[src/rtl/ptch_est.sv]
// Pitch estimator: configures the IMU over SPI after power-up, then on each data-ready
// reads pitch rate and Z acceleration and fuses them into a pitch angle estimate.
module ptch_est #(
  parameter bit FAST_SIM = 1'b0
) (
  input  logic        clk,
  input  logic        rst_n,
  input  logic        INT,
  input  logic        spi_done,
  input  logic [15:0] spi_rd,
  output logic        spi_wrt,
  output logic [15:0] spi_cmd,
  output logic [15:0] ptch_rt,
  output logic [15:0] ptch,
  output logic        vld
);

  localparam int TW = FAST_SIM ? 10 : 16;

  typedef enum logic [3:0] {
    WAIT, INIT1, INIT2, INIT3, INIT4, IDLE, RD_RL, RD_RH, RD_AL, RD_AH, DONE
  } state_t;

  state_t        state_q, state_d;
  logic [TW-1:0] timer_q;
  logic          int_ff1_q, int_ff2_q;
  logic          wrt_q, wrt_d;
  logic [15:0]   cmd_q, cmd_d;
  logic [7:0]    rl_q, rh_q, al_q, ah_q;
  logic          cap_rl, cap_rh, cap_al, cap_ah;
  logic          vld_q, vld_d;
  logic [15:0]   ptch_rt_q;
  logic [26:0]   ptch_int_q, ptch_int_d;

  logic [15:0]        az_comp;
  logic signed [25:0] az_ext, prod;
  logic [15:0]        ptch_acc;
  logic               acc_gt;
  logic [26:0]        fusion;
  logic               unused_prod_lo, unused_rd_hi;

  // Outputs are registered so spi_cmd stays put from the spi_wrt pulse until spi_done.
  always_comb begin
    state_d = state_q;
    wrt_d   = 1'b0;
    cmd_d   = cmd_q;
    cap_rl  = 1'b0;
    cap_rh  = 1'b0;
    cap_al  = 1'b0;
    cap_ah  = 1'b0;
    case (state_q)
      WAIT: if (&timer_q) begin
        wrt_d = 1'b1; cmd_d = 16'h0D02; state_d = INIT1;
      end
      INIT1: if (spi_done) begin
        wrt_d = 1'b1; cmd_d = 16'h1160; state_d = INIT2;
      end
      INIT2: if (spi_done) begin
        wrt_d = 1'b1; cmd_d = 16'h1050; state_d = INIT3;
      end
      INIT3: if (spi_done) begin
        wrt_d = 1'b1; cmd_d = 16'h1460; state_d = INIT4;
      end
      INIT4: if (spi_done) state_d = IDLE;
      IDLE: if (int_ff2_q) begin
        wrt_d = 1'b1; cmd_d = 16'hA200; state_d = RD_RL;
      end
      RD_RL: if (spi_done) begin
        cap_rl = 1'b1; wrt_d = 1'b1; cmd_d = 16'hA300; state_d = RD_RH;
      end
      RD_RH: if (spi_done) begin
        cap_rh = 1'b1; wrt_d = 1'b1; cmd_d = 16'hAC00; state_d = RD_AL;
      end
      RD_AL: if (spi_done) begin
        cap_al = 1'b1; wrt_d = 1'b1; cmd_d = 16'hAD00; state_d = RD_AH;
      end
      RD_AH: if (spi_done) begin
        cap_ah = 1'b1; state_d = DONE;
      end
      DONE:    state_d = IDLE;
      default: state_d = WAIT;
    endcase
  end

  assign vld_d = (state_d == DONE);

  always_ff @(posedge clk or negedge rst_n) begin
    if (!rst_n) begin
      state_q   <= WAIT;
      timer_q   <= '0;
      int_ff1_q <= 1'b0;
      int_ff2_q <= 1'b0;
      wrt_q     <= 1'b0;
      cmd_q     <= 16'h0000;
      vld_q     <= 1'b0;
    end else begin
      state_q   <= state_d;
      int_ff1_q <= INT;
      int_ff2_q <= int_ff1_q;
      wrt_q     <= wrt_d;
      cmd_q     <= cmd_d;
      vld_q     <= vld_d;
      if (state_q == WAIT) timer_q <= timer_q + TW'(1);
    end
  end

  // RH/RL are already captured when the last byte arrives, so the rate is ready in DONE.
  always_ff @(posedge clk or negedge rst_n) begin
    if (!rst_n) begin
      rl_q      <= 8'h00;
      rh_q      <= 8'h00;
      al_q      <= 8'h00;
      ah_q      <= 8'h00;
      ptch_rt_q <= 16'h0000;
    end else begin
      if (cap_rl) rl_q <= spi_rd[7:0];
      if (cap_rh) rh_q <= spi_rd[7:0];
      if (cap_al) al_q <= spi_rd[7:0];
      if (cap_ah) begin
        ah_q      <= spi_rd[7:0];
        ptch_rt_q <= {rh_q, rl_q} - 16'h0050;
      end
    end
  end

  // Accelerometer-derived pitch: (az - offset) * 327 / 8192, as a 13-bit signed value.
  assign az_comp        = {ah_q, al_q} - 16'h00A0;
  assign az_ext         = {{10{az_comp[15]}}, az_comp};
  assign prod           = az_ext * 26'sd327;
  assign ptch_acc       = {{3{prod[25]}}, prod[25:13]};
  assign unused_prod_lo = ^prod[12:0];
  assign unused_rd_hi   = ^spi_rd[15:8];

  // Complementary filter: integrate rate, nudge towards the accelerometer estimate.
  assign acc_gt     = $signed(ptch_acc) > $signed(ptch);
  assign fusion     = acc_gt ? 27'd1024 : 27'h7FF_FC00;
  assign ptch_int_d = ptch_int_q - {{11{ptch_rt_q[15]}}, ptch_rt_q} + fusion;

  always_ff @(posedge clk or negedge rst_n) begin
    if (!rst_n) begin
      ptch_int_q <= 27'd0;
    end else if (vld_q) begin
      ptch_int_q <= ptch_int_d;
    end
  end

  assign spi_wrt = wrt_q;
  assign spi_cmd = cmd_q;
  assign ptch_rt = ptch_rt_q;
  assign ptch    = ptch_int_q[26:11];
  assign vld     = vld_q;

endmodule

[config.mk]
export PLATFORM = sky130hd
export DESIGN_NAME = ptch_est
export DESIGN_NICKNAME = d
export VERILOG_FILES = /design/src/rtl/ptch_est.sv
export SDC_FILE = /design/constraint.sdc
export NUM_CORES = 1
export LEC_CHECK = 0
export ABC_AREA = 1
export CORE_MARGIN = 4
export CORE_UTILIZATION = 53
export DETAILED_ROUTE_END_ITERATION = 10
export HOLD_SLACK_MARGIN = 0.06
export PLACE_DENSITY = 0.73
export SLEW_MARGIN = 0
export SYNTH_ARGS = -nofsm -noshare
export SYNTH_HDL_FRONTEND = slang
export SYNTH_SLANG_ARGS = --single-unit
export TNS_END_PERCENT = 10
[constraint.sdc]
create_clock -name clk -period 25.2 [get_ports clk]
set_input_delay 3.78 -clock clk [delete_from_list [all_inputs] [get_ports clk]]
set_output_delay 3.78 -clock clk [all_outputs]
set_load 0.005 [all_outputs]
After elaboration in Yosys (flattened, before gate mapping)
Cells that the tools add are included.
{"block": "op_classes", "addsub": 5, "n_mul": 1, "magnitude_cmp": 1, "eq_ne": 19, "mux": 29, "reduce_logical": 5}
{"op": "$mux W16", "n": 8}
{"op": "$pmux W16 S8", "n": 1}
{"op": "$pmux W4 S11", "n": 1}
{"op": "$mux W4", "n": 10}
{"op": "$add A27 B27 Y27", "n": 1}
{"op": "$mux W27", "n": 1}
{"op": "$sub A27 B27 Y27", "n": 1}
{"op": "$mul A16 B10 Y26 const B", "n": 1}
{"op": "$add A16 B1 Y16 const B", "n": 1}
{"op": "$eq A4 B3 Y1 const B", "n": 4}
{"op": "$eq A4 B4 Y1 const B", "n": 4}
{"op": "$gt A13 B16 Y1", "n": 1}
{"op": "$ne A2 B2 Y1 const B", "n": 8}
{"op": "$reduce_and A16 Y1", "n": 1}
{"op": "$sub A16 B7 Y16 const B", "n": 1}
{"op": "$sub A16 B8 Y16 const B", "n": 1}
{"op": "$reduce_and A9 Y1", "n": 1}
{"op": "$eq A4 B2 Y1 const B", "n": 2}
{"op": "$reduce_bool A8 Y1", "n": 1}
{"op": "$mux W1", "n": 7}
{"op": "$reduce_or A6 Y1", "n": 1}
{"op": "$eq A4 B1 Y1 const B", "n": 1}
{"op": "$logic_not A4 Y1", "n": 1}
{"op": "$pmux W1 S3", "n": 1}
{"block": "totals", "register_bits": 115, "input_bits": 20, "output_inout_bits": 50, "wordCells": 73}

Longest topological paths before layout
Gate-level depths: netlist (run 1).
{"block": "depth", "depth_word": 5, "depth_mapped": 54, "depth_no_buf": 54}

Least setup slack after synthesis (run 1)
Ideal clock, no wire load.
{"block": "synth_path", "kind": "register to register", "start": "reg al_q[5]", "end": "reg ptch_int_q[21]", "setup_time_ns": 0.118, "arrival_ns": 8.336, "slack_ns": 16.747, "stages_incl_launch_ff": 50, "path_buffers": 0, "synth_period_minus_slack_ns": 8.453, "path_cell_list": "dfrtp_1 inv_1 ha_1 inv_1 nand2_1 nand2_1 nor2_2 nand3b_1 clkinv_1 nand2_2 nand2_4 inv_2 ha_1 ha_1 fa_1 fa_1 inv_1 fa_1 (+14 left out) o21ai_0 a21oi_1 nand2_1 nand2_1 nand3_1 inv_1 fa_1 inv_1 ha_1 a21oi_1 o21ai_0 a21oi_1 o21ai_1 a21oi_2 o21ai_1 or2_1 nand3_1 nand2_1"}
{"block": "synth_between", "elab_chain_len": 5}
{"item": "from (decl)", "line_no": "29", "text": "logic [7:0] rl_q, rh_q, al_q, ah_q;"}
{"item": "from (signal assigned)", "line_no": "118", "text": "if (cap_al) al_q <= spi_rd[7:0];"}
{"item": "$sub A16 B8 Y16", "line_no": "127", "text": "assign az_comp = {ah_q, al_q} - 16'h00A0;"}
{"item": "$mul A16 B10 Y26", "line_no": "129", "text": "assign prod = az_ext * 26'sd327;"}
{"item": "$gt A13 B16 Y1", "line_no": "135", "text": "assign acc_gt = $signed(ptch_acc) > $signed(ptch);"}
{"item": "$mux W27", "line_no": "136", "text": "assign fusion = acc_gt ? 27'd1024 : 27'h7FF_FC00;"}
{"item": "$add A27 B27 Y27", "line_no": "137", "text": "assign ptch_int_d = ptch_int_q - {{11{ptch_rt_q[15]}}, ptch_rt_q} + fusion;"}
{"item": "to (signal assigned)", "line_no": "143", "text": "ptch_int_q <= ptch_int_d;"}
{"item": "to (decl)", "line_no": "33", "text": "logic [26:0] ptch_int_q, ptch_int_d;"}
Every way passes these cells.
A chain may end at the register's enable or synchronous reset.

Worst setup path in the final report (run 1)
Same ends and word-level chain as after synthesis.

==> run metrics, run 1 <==
hold_sp=int_ff1_q$_DFF_PN0_; largest net degree at the start of global routing=64; clk slew on worst S/H paths=~80 ps; Worst EP arrival=10020 ps; Slew Limit Headroom=40.2%; layout cells sized above 1=under 10%; Async SR Flop Fraction=100%; CTS max path bufs=2; Mapped Avg Cell Area=8.05 µm²; Filler cells=roughly 1700; worst setup path start=al_q[5]$_DFFE_PN0P_; register area share after synthesis=roughly a quarter; total number of vias=7910; CP endpoint=ptch_int_q[21]$_DFFE_PN0P_; placed cells=1519; H-tree levels=3; Setup TNS Final=0 ps; Synth Cell Area=~10000 µm²; Post-Layout Cell Count=1535; antenna violation net count after detailed routing=0; pwr/cell area=approximately 120 nW/µm²; Max Cap Viol=0; Post-synth EDFFs=0; antenna violations before repair=0; CTS Sinks=approximately 110; reg2reg end=ptch_int_q[21]$_DFFE_PN0P_; dominant synthesized flop cell=dfrtp_1; Worst R2R Path Depth=roughly 50; placed cell area=10800 µm²; leakage=between 5 and 6 nW; worst r2r src=al_q[5]$_DFFE_PN0P_; Least-Margin Pin Slew=896 ps; Die ar.=about 21000 µm²; CTS Root Cell=clkbuf_16; grt ovf=0; Final Skew=about 15 ps; Horiz. Die Dim=between 100 and 150 µm; vias in the first global route=between 7000 and 8000; CP Max Fanout=15; Placer Congestion=about 0.9; slowest library cell on the worst path=inv_1; Final Max Slew Viols=0; critical path type=flip-flop to flip-flop; number of distinct library cells after synthesis=54; status=finished, final reports clean; Post-CTS Setup Inserts=0; fin crit share=between 30% and 40%; port bufs=56; post-cts sizing count=0; critical path's most frequent cell=nand2_1; Fin. Hold Viols=0; TritonCTS Buffers=9; row count=50; Area Growth Syn to Fin=9.64%; Worst IR Drop VDD=around 0.066 mV; initial core utilization=a little over half; # setup viols final=0; CTS Hold Bufs=0; CP required=25450 ps; R2R setup slack=about 15000 ps; DR WL/cell=between 10 and 15 µm; Ys Warns=0; Core Footprint=~19000 µm²; CTS tree=built; initial DRC count=about 330; Syn Inst Count=roughly 1300; IO Pins=70; power consumption=1.29 mW; post-route cell area=around 11000 µm²; final wirelength=21700 µm; fmax=around 100 MHz; DR vias/cell=between 5 and 6; ANT cells=0; worst-skew pair later-pin latency=about 360 ps; first-pass GRT wire length=37400 µm; Post-DP HPWL=approximately 18000 µm; drt first pass iters=5; minimum clock period=roughly 10000 ps; peak per-stage delay on the critical path=between 500 and 600 ps; Total GRT Usage=20.9%; synthesized flop and latch total=~110; RSZ-0062 raised after global routing=false; Worst Hold Class=flip-flop to flip-flop; chip height=between 100 and 150 µm; Total Nets Final=between 1500 and 2000; CP endpoint kind=flip-flop; Worst setup SP type=flip-flop; DRC violations left=0
-- final cells by class --
type                            instances  area, µm²  area share (%)
Clock buffer                            9        225            2.03
Clock inverter                          7       86.3           0.777
Inverter                              249        935            8.42
Multi-Input combinational cell        868       6270            56.5
Sequential cell                       108       2700            24.3
Tap cell                              234        293            2.64
Timing Repair Buffer                   60        588            5.30
-- cell families after synthesis --
| family | synth area share, % |
|---|---|
| AND/OR/NAND/NOR | 18.4 |
| buffers and inverters | 11.5 |
| AO/OA/AOI/OAI | 10.9 |
| adder cells (fa/ha/maj) | 27.3 |
| flip-flops | 26.7 |
| XOR/XNOR | 5.18 |
| other | 0.0370 |
-- where the power goes --
part           internal, mW  leakage (nW)  total, mW  switching (mW)
Sequential            0.188          1.39      0.200          0.0125
Clock                0.0719         0.151      0.148          0.0758
Combinational         0.369          4.29      0.945           0.576
-- routing by layer --
layer	up-vias	global-route usage, %	share of wire (%)
met5	-	0	0
met4	0	4.23	1.4
met2	127	35.8	47
met1	3693	28.6	48
met3	28	2.76	3.1
li1	4062	-	-
-- worst min-delay path by stage --
stage | to | slack, ps | depth (start not counted)
finish | int_ff2_q$_DFF_PN0_ | 360 | 0
global route | int_ff2_q$_DFF_PN0_ | 370 | 0
CTS | int_ff2_q$_DFF_PN0_ | 360 | 0
detailed placement | int_ff2_q$_DFF_PN0_ | 340 | 0
global placement | int_ff2_q$_DFF_PN0_ | 340 | 0
floorplan | int_ff2_q$_DFF_PN0_ | 330 | 0
-- synthesized netlist by cell type, types with 2 or more instances --
master / number / area, µm²
inv_2: 12 / 45.0
a21o_1: 8 / 60.1
nand2_2: 4 / 25.0
o211ai_1: 2 / 15.0
nand3b_1: 4 / 30.0
dfrtp_1: 108 / 2700
o21ai_0: 84 / 420
buf_4: 23 / 173
o21bai_1: 2 / 15.0
o21a_1: 3 / 22.5
nor3_1: 11 / 55.1
o21ai_1: 19 / 95.1
nor2_1: 92 / 345
clkbuf_1: 11 / 41.3
nor2_2: 5 / 31.3
nor3_2: 2 / 20.0
nor4_1: 3 / 18.8
o2111ai_1: 2 / 17.5
nand3_1: 43 / 215
a211oi_1: 2 / 15.0
ha_1: 130 / 1630
fa_1: 57 / 1140
nand2_1: 218 / 818
or2_1: 4 / 25.0
a21oi_2: 2 / 17.5
xnor2_1: 28 / 245
o22ai_1: 2 / 12.5
nor2_4: 3 / 33.8
xor2_1: 30 / 263
nand4_1: 17 / 106
inv_1: 236 / 886
a31oi_1: 7 / 43.8
a2111oi_0: 2 / 17.5
a21oi_1: 58 / 290
o31ai_1: 3 / 22.5
or2_2: 3 / 18.8
-- registers in the layout, summed over array words and instances, names as in the netlist --
register and flops:
ptch_rt 16, vld 1, timer_q 16, int_ff2_q 1, state_q 4, ah_q 8
int_ff1_q 1, al_q 8, spi_cmd 9, rh_q 8, spi_wrt 1, ptch_int_q 27
rl_q 8
-- cell usage in the layout (no fill, tap or decap), drive strengths merged, types with 2 or more instances in the layout --
master and instances:
a2111oi 2, a211oi 2, a21boi 2, a21o 8, a21oi 60, a31oi 7
buf 5, clkbuf 9, clkdlybuf4s50 55, clkinv 4, conb 5, dfrtp 108
fa 57, ha 130, inv 252, nand2 223, nand3 44, nand3b 4
nand4 18, nor2 101, nor3 13, nor4 5, o2111ai 2, o211ai 2
o21a 3, o21ai 104, o21bai 2, o22ai 2, o31ai 3, or2 7
xnor2 28, xor2 31
-- critical path: cells and delay by family (launching register included) --
| family | cells | cell delay [ps] |
|---|---|---|
| AOI/OAI and AO/OA | 7 | 1190 |
| DFF | 1 | 480 |
| adders and majority gates | 10 | 3980 |
| buffers and inverters | 9 | 1270 |
| and+or+nand+nor | 23 | 2700 |
-- per-stage QoR --
step	util (%)	worst slack, ps	hold WS, ps
final	59.2	15420	356
after global routing	59.2	14570	373
after CTS	59.2	15410	359
after detailed placement	57.5	15420	340
after global placement	57.5	15560	336
after floorplan	-	16750	331
Note: power is estimated with default switching activity, not from simulation.
==> inputs of run 2 (changes only) <==
clock period = 9.7 ns   (was 25.2 ns; I/O delays follow)
==> run 2 against run 1 <==
Sequential share of layout area fell by 0.21 points; first-iteration DRC count rose by 18%; worst hold slack improved by 7.3 ps; routed wire length fell by 0.68%; sequential cell count did not move; core utilization rose by 0.52 points; worst setup slack got worse by 15000 ps; sequential power rose to 2.6 times the previous value; largest cell class unchanged.
==> run metrics, run 2 (synthesis gave the netlist of run 1 again) <==
leakage=5.87 nW (+0.59%); CTS Root Cell=clkbuf_16; Area Growth Syn to Fin=10.6%; sw frac=51.2% (-0.15 points); chip height=146 µm (unchanged); # setup viols final=0 (unchanged); drt first pass iters=5 (unchanged); Worst Hold Class=flip-flop to flip-flop; grt ovf=0 (unchanged); Cells on Worst Hold Path=0 (unchanged); CP Max Fanout=15 (unchanged); Final Max Slew Viols=0 (unchanged); Reg power frac=15.3% (-0.2 points); clk slew on worst S/H paths=80 ps (about the same); Post-CTS Setup Inserts=0 (unchanged); Setup TNS Final=0 ps (unchanged); Biggest register=ptch_int_q; Final Skew=9.44 ps (-5.85 ps); CP delay by family, top=adder cells; CTS Sinks=108 (unchanged); most frequent cells in the layout=236 x inv_1, 217 x nand2_1, 126 x ha_1, 108 x dfrtp_1, 91 x nor2_1; row count=50 (unchanged); fmax=112 MHz (+9.5%); H-tree levels=3 (unchanged); IO Pins=70 (unchanged); Total Nets Final=1509 (+0.40%); status=finished, final reports clean; internal power component=1.66 mW (+160%); CTS max path bufs=2 (unchanged); Fin. Hold Viols=0 (unchanged); Worst IR Drop VDD=0.181 mV (+180%); global routing usage on met3=3.48% (+0.71 points); initial core utilization=54.0% (unchanged); Global Route met2 Usage=34.6% (-1.1 points); hold slack=363 ps (+7.26 ps); Filler cells=1675 (-1.8%); RSZ-0062 raised after global routing=false; Horiz. Die Dim=146 µm (unchanged); DR vias/cell=5.15 (about the same); reg2reg end=ptch_int_q[21]$_DFFE_PN0P_; final wirelength=21600 µm (-0.68%); peak per-stage delay on the critical path=550 ps (-30 ps); global route hottest layer=met2; Post-DP HPWL=17500 µm (-1.6%); CTS tree=built; Hold Crit Endpoint=int_ff2_q$_DFF_PN0_; Global Route met1 Usage=28.6% (+0.040 points); fin crit share=92.0% (+53 points); Worst EP arrival=9180 ps (-840 ps); total number of vias=7935 (+0.32%); largest net degree at the start of global routing=60 (-6.3%); Worst setup SP type=flip-flop; Total GRT Usage=20.7% (-0.15 points); antenna violation net count after detailed routing=0 (unchanged); post-cts sizing count=0 (unchanged); Placer Congestion=0.888 (+1.4%); worst path bufs/invs=7 (-2); Logic pwr share=73.2% (about the same); CP endpoint kind=flip-flop; power share of the clock group=11.5% (about the same); Post-Layout Cell Count=1541 (+0.39%); ANT cells=0 (unchanged); Worst R2R Path Depth=45 (-8.2%); Least-Margin Pin Slew=921 ps (+25.4 ps); Slew Limit Headroom=38.5% (-1.7 points); Core Footprint=18800 µm² (unchanged); TritonCTS Buffers=9 (unchanged); Die ar.=21400 µm² (unchanged); power consumption=3.41 mW (+160%); CP required=9960 ps (-15490 ps); initial DRC count=391 (+18%); minimum clock period=8920 ps (-852 ps); hold_sp=int_ff1_q$_DFF_PN0_; critical path type=flip-flop to flip-flop; placed cells=1525 (+0.39%); slowest library cell on the worst path=fa_1; layout cells sized above 1=5.66% (+0.82 points); CTS Hold Bufs=0 (unchanged); worst-skew pair later-pin latency=360 ps (about the same); vias in the first global route=7803 (-1.8%); first-pass GRT wire length=37300 µm (-0.41%); critical path's most frequent cell=nand2_1; antenna violations before repair=0 (unchanged); DR WL/cell=14.0 µm (-1.1%); commonest non-fill, non-tap cell in the layout=inv_1; number of flip-flops under the largest register name=27 (unchanged); setup ws final=776 ps (-14650 ps); port bufs=56 (unchanged); DRC violations left=0 (unchanged); worst r2r src=al_q[5]$_DFFE_PN0P_; pwr/cell area=304 nW/µm² (+160%); pre-CTS setup slack=722 ps (-14700 ps); R2R setup slack=780 ps (-14650 ps); Max Cap Viol=0 (unchanged); Psw=1.75 mW (+160%)
==> run 2: cell type report <==
cell class / instances / area [µm²] / share of cell area [%]
clock inverter: 7 / 96.3 / 0.860
tap: 234 / 293 / 2.61
clock buffer: 9 / 225 / 2.01
inverter: 249 / 935 / 8.34
multi-input combinational: 868 / 6320 / 56.4
timing repair buffer: 66 / 633 / 5.65
sequential: 108 / 2700 / 24.1
==> run 2: metal layers <==
layer | vias to the layer above | share of wire [%]
li1 | 4076 | -
met1 | 3693 | 48
met2 | 142 | 47
met3 | 24 | 4.0
met4 | 0 | 1.6
met5 | - | 0
==> run 2: power by group through the flow <==
stage          combinational [mW]  sequential [mW]  clock [mW]
3_5_place_dp                 2.48            0.530           0
3_3_place_gp                 2.43            0.529           0
6_report                     2.50            0.521       0.392
2_1_floorplan                1.93            0.517           0
4_1_cts                      2.50            0.521       0.403
5_1_grt                      2.89            0.527       0.418
==> run 2: per-stage QoR <==
stage               util, %  cell area (µm²)
detailed placement     57.7            10800
global placement       57.7            10800
CTS                    59.5            11200
global route           59.7            11200
floorplan                 -            10100
finish                 59.7            11200
==> run 2: worst max path at each step <==
stage                     slack, ps                 from  depth (start not counted)                         end
after detailed placement        720  al_q[5]$_DFFE_PN0P_                         45  ptch_int_q[21]$_DFFE_PN0P_
final                           780  al_q[5]$_DFFE_PN0P_                         45  ptch_int_q[21]$_DFFE_PN0P_
after global placement          870  al_q[5]$_DFFE_PN0P_                         45  ptch_int_q[21]$_DFFE_PN0P_
after CTS                       710  al_q[5]$_DFFE_PN0P_                         45  ptch_int_q[21]$_DFFE_PN0P_
after floorplan                1250  al_q[5]$_DFFE_PN0P_                         49  ptch_int_q[21]$_DFFE_PN0P_
after global routing             80  al_q[5]$_DFFE_PN0P_                         50  ptch_int_q[21]$_DFFE_PN0P_
